File: src/rtl/uart_tx_fifo.sv
// -----------------------------------------------------------------------------
// uart_tx_fifo
//
// Serial transmitter for debug output: 8N1 frames (start bit, eight data bits
// LSB first, stop bit, no parity) on a single tx line. Bytes are queued in an
// internal FIFO and sent one frame at a time. When bytes are waiting, frames go
// out back to back with no idle gap.
//
// Parameters
//   CLK_HZ   system clock frequency in Hz
//   BAUD     line rate in bit/s
//   FIFO_AW  FIFO address width; depth = 2**FIFO_AW
//
// Ports
//   clk       in   system clock; every flop is on its rising edge
//   reset     in   synchronous, active-high reset
//   din       in   byte to enqueue
//   wr        in   enqueue strobe; din is sampled on every edge with wr=1
//   ovf_clr   in   clears the sticky overflow flag
//   tx        out  serial line, idles high
//   busy      out  high while a frame is on the line (start through stop bit)
//   full      out  FIFO holds 2**FIFO_AW entries
//   empty     out  FIFO holds no entries
//   count     out  number of FIFO entries
//   overflow  out  sticky: a write was dropped because the FIFO was full
// -----------------------------------------------------------------------------
module uart_tx_fifo #(
    parameter int CLK_HZ  = 50000000,
    parameter int BAUD    = 115200,
    parameter int FIFO_AW = 4
) (
    input  logic               clk,
    input  logic               reset,
    input  logic [7:0]         din,
    input  logic               wr,
    input  logic               ovf_clr,
    output logic               tx,
    output logic               busy,
    output logic               full,
    output logic               empty,
    output logic [FIFO_AW:0]   count,
    output logic               overflow
);

    // Clocks per bit, rounded to nearest. Must come out >= 2.
    localparam int DIV   = (CLK_HZ + BAUD / 2) / BAUD;
    localparam int DEPTH = 1 << FIFO_AW;
    localparam int BW    = $clog2(DIV);

    localparam logic [BW-1:0]    BAUD_LAST = BW'(DIV - 1);
    localparam logic [FIFO_AW:0] CNT_FULL  = (FIFO_AW + 1)'(DEPTH);

    typedef enum logic [1:0] {
        S_IDLE,
        S_START,
        S_DATA,
        S_STOP
    } state_t;

    // ------------------------------------------------------------------
    // FIFO storage and bookkeeping
    // ------------------------------------------------------------------
    logic [7:0]         mem [DEPTH];
    logic [FIFO_AW-1:0] wr_ptr_q, wr_ptr_d;
    logic [FIFO_AW-1:0] rd_ptr_q, rd_ptr_d;
    logic [FIFO_AW:0]   count_q, count_d;
    logic               full_q, full_d;
    logic               empty_q, empty_d;
    logic               ovf_q, ovf_d;
    logic               push;
    logic               pop;
    logic [7:0]         head;

    // ------------------------------------------------------------------
    // Transmit FSM state
    // ------------------------------------------------------------------
    state_t             state_q, state_d;
    logic [BW-1:0]      baud_q, baud_d;
    logic [2:0]         bit_q, bit_d;
    logic [7:0]         shift_q, shift_d;
    logic               tx_q, tx_d;
    logic               busy_q, busy_d;
    logic               baud_last;

    // The registered full flag gates writes, so a write landing in the same
    // cycle as a pop from a full FIFO is still dropped.
    assign push = wr && !full_q;
    assign head = mem[rd_ptr_q];

    always_ff @(posedge clk) begin
        if (push) begin
            mem[wr_ptr_q] <= din;
        end
    end

    always_comb begin
        wr_ptr_d = wr_ptr_q;
        rd_ptr_d = rd_ptr_q;
        count_d  = count_q;
        if (push) begin
            wr_ptr_d = wr_ptr_q + 1'b1;
        end
        if (pop) begin
            rd_ptr_d = rd_ptr_q + 1'b1;
        end
        case ({push, pop})
            2'b10:   count_d = count_q + 1'b1;
            2'b01:   count_d = count_q - 1'b1;
            default: count_d = count_q;
        endcase
        full_d  = (count_d == CNT_FULL);
        empty_d = (count_d == '0);

        // Setting wins over clearing when both happen in one cycle.
        ovf_d = ovf_q;
        if (wr && full_q) begin
            ovf_d = 1'b1;
        end else if (ovf_clr) begin
            ovf_d = 1'b0;
        end
    end

    // ------------------------------------------------------------------
    // FSM next state. The baud counter only restarts on state or bit
    // changes, so bit boundaries stay exactly DIV clocks apart.
    // ------------------------------------------------------------------
    assign baud_last = (baud_q == BAUD_LAST);

    always_comb begin
        state_d = state_q;
        baud_d  = baud_q;
        bit_d   = bit_q;
        shift_d = shift_q;
        pop     = 1'b0;

        case (state_q)
            S_IDLE: begin
                if (!empty_q) begin
                    pop     = 1'b1;
                    shift_d = head;
                    baud_d  = '0;
                    state_d = S_START;
                end
            end
            S_START: begin
                if (baud_last) begin
                    baud_d  = '0;
                    bit_d   = 3'd0;
                    state_d = S_DATA;
                end else begin
                    baud_d = baud_q + 1'b1;
                end
            end
            S_DATA: begin
                if (baud_last) begin
                    baud_d  = '0;
                    shift_d = {1'b0, shift_q[7:1]};
                    bit_d   = bit_q + 3'd1;
                    if (bit_q == 3'd7) begin
                        state_d = S_STOP;
                    end
                end else begin
                    baud_d = baud_q + 1'b1;
                end
            end
            S_STOP: begin
                if (baud_last) begin
                    baud_d = '0;
                    if (!empty_q) begin
                        // Chain straight into the next frame.
                        pop     = 1'b1;
                        shift_d = head;
                        state_d = S_START;
                    end else begin
                        state_d = S_IDLE;
                    end
                end else begin
                    baud_d = baud_q + 1'b1;
                end
            end
            default: begin
                state_d = S_IDLE;
                baud_d  = '0;
            end
        endcase

        // Line outputs are decoded from the current state and registered, so
        // tx and busy trail the state register by one clock, uniformly for
        // every bit. That keeps each bit exactly DIV clocks wide on the pin.
        case (state_q)
            S_START: tx_d = 1'b0;
            S_DATA:  tx_d = shift_q[0];
            default: tx_d = 1'b1;
        endcase
        busy_d = (state_q != S_IDLE);
    end

    always_ff @(posedge clk) begin
        if (reset) begin
            wr_ptr_q <= '0;
            rd_ptr_q <= '0;
            count_q  <= '0;
            full_q   <= 1'b0;
            empty_q  <= 1'b1;
            ovf_q    <= 1'b0;
            state_q  <= S_IDLE;
            baud_q   <= '0;
            bit_q    <= 3'd0;
            shift_q  <= 8'd0;
            tx_q     <= 1'b1;
            busy_q   <= 1'b0;
        end else begin
            wr_ptr_q <= wr_ptr_d;
            rd_ptr_q <= rd_ptr_d;
            count_q  <= count_d;
            full_q   <= full_d;
            empty_q  <= empty_d;
            ovf_q    <= ovf_d;
            state_q  <= state_d;
            baud_q   <= baud_d;
            bit_q    <= bit_d;
            shift_q  <= shift_d;
            tx_q     <= tx_d;
            busy_q   <= busy_d;
        end
    end

    assign tx       = tx_q;
    assign busy     = busy_q;
    assign full     = full_q;
    assign empty    = empty_q;
    assign count    = count_q;
    assign overflow = ovf_q;

endmodule

File: config.mk
export PLATFORM = sky130hd
export DESIGN_NAME = uart_tx_fifo
export DESIGN_NICKNAME = d
export VERILOG_FILES = /design/src/rtl/uart_tx_fifo.sv
export SDC_FILE = /design/constraint.sdc
export NUM_CORES = 1
export LEC_CHECK = 0
export BUFFER_PORTS_ARGS = -buffer_cell sky130_fd_sc_hd__buf_2
export CORE_ASPECT_RATIO = 1.4
export CORE_MARGIN = 10
export CORE_UTILIZATION = 50
export DETAILED_ROUTE_END_ITERATION = 16
export PLACE_DENSITY = 0.66
export SYNTH_ARGS = -nofsm -noshare
export SYNTH_HDL_FRONTEND = slang
export SYNTH_SLANG_ARGS = --single-unit
File: constraint.sdc
create_clock -name clk -period 8.5 [get_ports clk]
set_clock_uncertainty 0.15 [all_clocks]
set_input_delay 1.7 -clock clk [delete_from_list [all_inputs] [get_ports clk]]
set_output_delay 1.7 -clock clk [all_outputs]
set_load 0.005 [all_outputs]
Yosys cells after proc, flatten, opt, wreduce, memory -nomap -nowiden
Memory sizes are Yosys's and may differ from the RTL's. A register that Yosys moved wholly into a read port is not among the register bits.
Index checks and enable logic that the tools add are counted.
{"block": "totals", "reg_bits": 40, "latch_bits": 0, "mem_bits_rw": 128, "romBits": 0, "in_bits": 12, "out_inout_bits": 10, "word_cells": 73, "mem_count": 1}
{"memory": "mem", "depth": 16, "width": 8, "rd": 1, "rd_ports_with_merged_regs": 1, "wr": 1, "line_no": "63", "text": "logic [7:0] mem [DEPTH];"}
{"block": "op_classes", "add_sub_neg": 6, "mul": 0, "div_mod_pow": 0, "magnitude_cmp": 0, "n_eq_ne": 13, "n_shift": 0, "mux": 28, "n_bitwise": 0, "n_reduce_logical": 13}
{"op": "$mux 8", "count": 3}
{"op": "$pmux 8 s3", "count": 1}
{"op": "$mux 9", "count": 2}
{"op": "$pmux 9 s2", "count": 1}
{"op": "$mux 2", "count": 5}
{"op": "$ne 2x2->1 const B", "count": 5}
{"op": "$pmux 5 s2", "count": 1}
{"op": "$add 9x1->9 const B", "count": 1}
{"op": "$eq 9x9->1 const B", "count": 1}
{"op": "$add 4x1->4 const B", "count": 2}
{"op": "$mux 4", "count": 2}
{"op": "$pmux 2 s4", "count": 1}
{"op": "$mux 1", "count": 7}
{"op": "$eq 2x2->1 const B", "count": 3}
{"op": "$mux 3", "count": 2}
{"op": "$pmux 3 s2", "count": 1}
{"op": "$reduce_and 3->1", "count": 2}
{"op": "$reduce_bool 2->1", "count": 3}
{"op": "$add 5x1->5 const B", "count": 1}
{"op": "$eq 5x5->1 const B", "count": 1}
{"op": "$logic_not 5->1", "count": 1}
{"op": "$reduce_and 5->1", "count": 1}
{"op": "$sub 5x1->5 const B", "count": 1}
{"op": "$eq 2x1->1 const B", "count": 2}
{"op": "8 further kinds", "count": 10}

Depth between registers and ports, before layout
Gate-level depths: netlist of run 1.
{"block": "logic_depth", "depth_word": 6, "depth_mapped": 14, "mapped_depth_nobuf": 13}

Worst setup path after synthesis of run 1
Ideal clock, no wire load.
{"block": "synth_path", "path_kind": "input to register", "start": "input port wr", "end": "register full_q, in the netlist full", "setup_ns": 0.114, "arrival_ns": 3.811, "t_required_ns": 8.236, "path_slack_ns": 4.424, "cell_stages": 12, "n_path_buf": 2, "cell_sequence": "nor2b_1 clkbuf_1 inv_1 ha_1 buf_2 xor2_1 ha_1 a21oi_1 mux2i_1 xor2_1 nand2_1 a2111oi_0"}
{"block": "synth_via", "elab_chain_cells": 4, "word_cells_on_any_way": 5, "classes_between": "3 x eq/ne; 1 x mux; 1 x reduce/logical"}
{"element": "from (decl)", "line_no": "35", "text": "input logic wr,"}
{"element": "$logic_and 1x1->1 (*)", "line_no": "87", "text": "assign push = wr && !full_q;"}
{"element": "$eq 2x1->1 / $eq 2x2->1 (equally long branches)", "line_no": "106", "text": "case ({push, pop})"}
{"element": "$pmux 5 s2 (*)", "line_no": "106"}
{"element": "$eq 5x5->1 (*)", "line_no": "111", "text": "full_d = (count_d == CNT_FULL);"}
{"element": "to (signal assigned)", "line_no": "216", "text": "full_q <= full_d;"}
{"element": "to (decl)", "line_no": "67", "text": "logic full_q, full_d;"}
Every way passes the cells marked *; elsewhere a longest branch is shown, timed or not.
A chain may end at the register's enable or synchronous reset.

Worst setup path in the final report of run 1
{"block": "layout_path", "start": "input port wr", "end": "register empty_q, in the netlist empty"}
{"block": "layout_via", "elab_chain_cells": 4, "word_cells_on_any_way": 5, "classes_between": "2 x eq/ne; 1 x mux; 2 x reduce/logical"}
{"element": "$logic_and 1x1->1 (*)", "line_no": "87"}
{"element": "$eq 2x1->1 / $eq 2x2->1 (equally long branches)", "line_no": "106"}
{"element": "$pmux 5 s2 (*)", "line_no": "106"}
{"element": "$logic_not 5->1 (*)", "line_no": "112", "text": "empty_d = (count_d == '0);"}
{"element": "to (signal assigned)", "line_no": "217", "text": "empty_q <= empty_d;"}
{"element": "to (decl)", "line_no": "68", "text": "logic empty_q, empty_d;"}
Marked as above.

==> out/metrics.yaml, run 1 <==
cp_slowest_cell: "nor2b_1"
cpMostUsedCell: "ha_1"
syn_area_per_cell_sq_um: 15.4
areaGrowthSynthToFinish_pct: 11.0
cp_num_buf_inv: 2
dieArea_sq_um: 19700
clkSinkCount: 172
dp_hpwl_mm: 8.91
syn_area_sq_um: 7220
clk_pin_slew_ns: 0.06
tightest_slew_ns: 1.13
startpoint_type: "primary input"
grt_max_degree: 43
ys_async_sr_fraction_pct: 0
relSlewSlack_pct: 24.5
start_util_pct: 51.4
worst_ep_required_time_ns: 8.67
setup_viol: 0
gp_congestion: 0.780
grt_pass1_wl_mm: 22.3
clock_latency_ns: 0.43
period_minus_slack_ns: 4.12
post_cts_buffers: 0
vdd.ir_drop.worst_uv: 127
yosysWarnings: 0
drc_errors: 0
cts_root_buf: "clkbuf_16"
antenna_found_initial: 0
fin_setup_tns_ns: 0
yosysTopAreaCell: "edfxtp_1"
die_w_microns: 122
rsz0062_at_grt: "false"
p_leak_nw: 2.67
cp.arrival_ns: 4.30
io_pins: 22
synth_cell_type_count: 55
yosysSeqAreaShare_pct: 65.5
slew_viol_final: 0
overflow: 0
period_share_pct: 48.5
yosys-top-cells-area: "edfxtp_1 (53%), dfxtp_1 (12%), mux4_2 (10%), ha_1 (3.1%), nor2_1 (2.4%)"
yosys.cell_count.top_type: "edfxtp_1"
path_class: "in2reg"
status: "complete, no violations"
ant_nets: 0
p_total_w: 0.00227
cp_max_fo: 9
core_area_sq_um: 14000
diodes: 0
vias: 3993
crit_chain: "buf_2 -> nor2b_1 -> inv_1 -> ha_1 -> ha_1 -> o21ai_0 -> o211ai_1 -> o311a_1 -> mux2_2 -> a311oi_1"
ys.flop_type: "edfxtp_1"
ys_seq_elements: 172
netlist_top_cells_count: "edfxtp_1 (128), nor2_1 (47), dfxtp_1 (44)"
endpoint_kind: "flip-flop"
synth_cells: 468
fmax_mhz: 242
synth-edff-count: 128
rows: 51
synth_top_area_share_pct: 53.3
wirelength_mm: 14.0
powerDensity_nw_per_um2: 283
die_y_microns: 162
grt_pass1_vias: 4102
routedWlPerCell_microns: 20.5
port_buffers: 21
cts_made_buffers: 17
postSynthNetCount: 498
groute.usage.overall_pct: 14.9
nets: 520
cts_tree: "built"
drv_cap: 0
htree_levels: 4
drive_gt1_share_pct: 22.6
min_path_type: "reg2reg"
postCtsHoldBufs: 0
cts_buffer_depth: 2
path_delay_family: "compound AO/OA/AOI/OAI gates"
cts_resized: 0
via_per_inst: 5.83
max_stage_delay_ns: 0.53
hold_viol: 0
firstDrtPassIters: 6
drt_iter0_markers: 396
==> routing by layer <==
metal	GRT usage, %	share of wire, %	vias up
met5	0	0	-
met4	6.52	2.3	0
met3	3.71	4.8	23
met2	25.6	52	106
met1	17.0	40	2017
li1	-	-	1847
==> cells by family (layout without fill, tap and decap cells) <==
group | count (synthesis) | count (layout) | synth area share, %
AOI/OAI and AO/OA | 48 | 48 | 4.56
xor gates and xnor gates | 10 | 10 | 1.21
adders and majority gates | 18 | 18 | 3.12
buffers and inverters | 30 | 62 | 1.98
DFF | 172 | 172 | 65.5
muxes | 61 | 61 | 14.3
and+or+nand+nor | 129 | 129 | 9.40
==> layout make-up <==
type | instances | area [sq um]
Clock buffer | 17 | 425
Clock inverter | 12 | 103
Fill cell | 1095 | 6030
Inverter | 9 | 33.8
Multi-Input combinational cell | 266 | 2360
Sequential cell | 172 | 4730
Tap cell | 185 | 231
Timing Repair Buffer | 24 | 128
==> flip-flops by register name (all words and copies together) (netlist names), 2 cells and up, named ones only <==
register	cells
rd_ptr_q	4
bit_q	3
state_q	2
count	5
shift_q	8
wr_ptr_q	4
mem	128
baud_q	9
==> final timing paths <==
| check | startpoint | to | slack (ns) | cells after the start |
|---|---|---|---|---|
| setup reg to reg | baud_q[3] | empty | 5.07 | 11 |
| setup / recovery | wr | empty | 4.38 | 10 |
| hold reg to reg | overflow | overflow | 0.34 | 2 |
| hold / removal | overflow | overflow | 0.34 | 2 |
==> placed cells by master, fill, tap and decap left out, types with 3 or more instances in the layout <==
cell / count
nor2b_1: 5
clkbuf_16: 17
xor2_1: 6
inv_1: 9
clkinv_4: 3
nand3_1: 8
o21ai_0: 5
nor2_1: 47
mux2_2: 15
or3_1: 3
ha_1: 18
buf_2: 21
nor3_1: 12
xnor2_1: 4
a21oi_1: 14
a31oi_1: 3
a32oi_1: 3
nand2_1: 19
a311oi_1: 3
buf_4: 3
edfxtp_1: 128
and3_1: 3
dfxtp_1: 42
o22ai_1: 7
nand2b_1: 10
nand4_1: 3
mux2i_1: 14
nand3b_1: 3
mux4_2: 32
==> per-stage QoR <==
stage | setup WS [ns] | hold slack (ns) | cell area (sq um) | utilization [%] | cells
6_report | 4.38 | 0.336 | 8010 | 57.0 | 685
5_1_grt | 4.13 | 0.371 | 8010 | 57.0 | 685
4_1_cts | 4.39 | 0.339 | 8010 | 57.0 | 685
3_5_place_dp | 3.95 | 0.329 | 7480 | 53.3 | 656
3_3_place_gp | 4.11 | 0.304 | 7480 | 53.3 | 656
2_1_floorplan | 4.42 | 0.295 | 7220 | - | 468
==> where the power goes <==
part           internal [W]  switching [W]  leakage (nW)
clock network      0.000396       0.000310         0.252
logic              0.000247       0.000301         0.906
registers          0.000964      0.0000523          1.52
==> worst register-to-register path: cells and delay by family (launching register included) <==
family	cells	cell delay (ns)
AOI/OAI and AO/OA	4	0.90
DFF	1	0.39
and+or+nand+nor	3	0.74
xor gates and xnor gates	1	0.18
muxes	1	0.36
adders and majority gates	2	0.62
Power figures use the tool's default switching activity.
==> inputs of run 2 (changes only) <==
==> constraint.sdc (replaced) <==
create_clock -name clk -period 3.8 [get_ports clk]
set_clock_uncertainty 0.15 [all_clocks]
set_input_delay 0.76 -clock clk [delete_from_list [all_inputs] [get_ports clk]]
set_output_delay 0.76 -clock clk [all_outputs]
set_load 0.005 [all_outputs]
==> run 2 against run 1 <==
Against the previous run:
- sequential power up 120%
- critical path depth is 1 higher
- via count shrank 0.40%
- die area unchanged
- clock-buffer cell count grew 2
- sequential cell count unchanged
- final area is 1.4% higher
- worst hold slack got worse by 0.015 ns
- sequential share of layout area decreased by 0.79 points
- first-iteration DRC count fell by 14%
- non-clock buffer count up 4
- largest power group unchanged
==> out/metrics.yaml, run 2 (synthesis gave the netlist of run 1 again) <==
rsz0062_at_grt: "false"  # unchanged
htree_levels: 4  # unchanged
grt_max_degree: 43  # unchanged
clock_latency_ns: 0.43  # about the same
die_w_microns: 122  # unchanged
fin_setup_tns_ns: 0  # unchanged
diodes: 0  # unchanged
core_area_sq_um: 14000  # unchanged
setup_viol: 0  # unchanged
cts_made_buffers: 17  # unchanged
dp_hpwl_mm: 8.87  # was 8.91 mm
drv_cap: 0  # unchanged
largest_register_ffs: 128  # unchanged
p_total_w: 0.00528  # was 0.00227 W
firstDrtPassIters: 5  # was 6
hold_viol: 0  # unchanged
min_path_type: "reg2reg"  # unchanged
groute.usage.overall_pct: 14.9  # about the same
overflow: 0  # unchanged
tightest_slew_ns: 1.01  # was 1.13 ns
layout_commonest_cell: "edfxtp_1"  # unchanged
areaGrowthSynthToFinish_pct: 12.5  # was 11.0%
worst_ep_required_time_ns: 3.96  # was 8.67 ns
path_class: "reg2reg"  # was in2reg
biggestRegsByFlops: "mem (128), baud_q (9), shift_q (8)"  # unchanged
cts_tree: "built"  # unchanged
slew_viol_final: 0  # unchanged
startpoint_type: "flip-flop"  # was primary input
die_y_microns: 162  # unchanged
drc_errors: 0  # unchanged
dr_wl_met2_mm: 7.21  # was 7.36 mm
cts_root_buf: "clkbuf_16"  # unchanged
layout_common_cells: "edfxtp_1 (128), nor2_1 (47), dfxtp_1 (42)"  # unchanged
drive_gt1_share_pct: 22.7  # was 22.6%
rows: 51  # unchanged
clk_pin_slew_ns: 0.06  # about the same
nets: 524  # was 520
post_cts_buffers: 0  # unchanged
status: "complete, no violations"  # unchanged
vias: 3977  # was 3993
wl_met1_mm: 5.79  # was 5.67 mm
powerDensity_nw_per_um2: 651  # was 283 nW/um^2
regMostFlops: "mem"  # unchanged
grt_pass1_wl_mm: 22.1  # was 22.3 mm
postCtsHoldBufs: 0  # unchanged
hold_slack_ns: 0.322  # was 0.336 ns
cts_resized: 0  # unchanged
via_per_inst: 5.75  # was 5.83
gp_congestion: 0.758  # was 0.780
cp_max_fo: 9  # unchanged
routed.top_layer: "met4"  # unchanged
clkSinkCount: 172  # unchanged
routedWlPerCell_microns: 20.0  # was 20.5 microns
period_share_pct: 90.1
wl_met3_microns: 507  # was 672 microns
wirelength_mm: 13.8  # was 14.0 mm
utilization_pct: 57.8  # was 57.0%
cts_buffer_depth: 2  # unchanged
antenna_found_initial: 0  # unchanged
relSlewSlack_pct: 32.6  # was 24.5%
drt_iter0_markers: 341  # was 396
grt_pass1_vias: 4167  # was 4102
vdd.ir_drop.worst_uv: 388  # was 127 uV
io_pins: 22  # unchanged
period_minus_slack_ns: 3.42
fill_cells: 1109  # was 1095
ant_nets: 0  # unchanged
p_leak_nw: 2.73  # was 2.67 nW
dieArea_sq_um: 19700  # unchanged
endpoint_kind: "flip-flop"  # unchanged
start_util_pct: 51.4  # unchanged
cp.arrival_ns: 3.58  # was 4.30 ns
fmax_mhz: 292
port_buffers: 21  # unchanged
-- run 2: cell count changes in the layout (fill, tap and decap cells not counted), moves of 2 or more --
cell	delta
clkinv_4	-2
clkbuf_1	+2
nor3_1	+2
buf_4	+3
nor3_2	-2
bufinv_16	+3
-- run 2: cell type report --
type | count | area, sq um | share of cell area, %
Inverter | 9 | 33.8 | 0.416
Timing Repair Buffer | 28 | 170 | 2.10
Tap cell | 185 | 231 | 2.85
Clock buffer | 19 | 433 | 5.33
Clock inverter | 13 | 171 | 2.11
Multi-Input combinational cell | 266 | 2350 | 29.0
Sequential cell | 172 | 4730 | 58.2
-- run 2: stage by stage --
stage               cell area, sq um  setup WS (ns)  instances
floorplan                       7220          0.664        468
global placement                7510          0.499        660
detailed placement              7510          0.382        660
CTS                             8120          0.370        692
global route                    8120        0.00612        692
finish                          8120          0.376        692
-- run 2: critical path, stage by stage (launching register included) --
cell and delay [ns]:
dfxtp_1 0.38, nor4b_2 0.44, a31oi_1 0.25, nor3_4 0.30, ha_1 0.38, xor2_1 0.12, ha_1 0.22, a21oi_1 0.18
mux2i_1 0.23, xor2_1 0.24, nand2_1 0.07, a2111oi_0 0.34
-- run 2: where the power goes --
part / leakage, nW / internal [W] / total (W) / switching, W
logic: 0.922 / 0.000567 / 0.00123 / 0.000663
clock network: 0.294 / 0.00109 / 0.00178 / 0.000687
registers: 1.52 / 0.00215 / 0.00228 / 0.000120
total: 2.73 / 0.00381 / 0.00528 / 0.00147
-- run 2: path summary, 6_finish.rpt --
kind | to | slack, ns | from | cells after the start
hold / removal | overflow | 0.32 | overflow | 2
setup / recovery | full | 0.38 | baud_q[3] | 11
setup reg to reg | full | 0.38 | baud_q[3] | 11
hold reg to reg | overflow | 0.32 | overflow | 2
-- run 2: per-layer routing --
layer / GRT usage, % / up-vias
met5: 0 / -
met4: 6.74 / 0
met3: 3.57 / 17
met2: 25.9 / 82
met1: 16.7 / 2023
li1: - / 1855
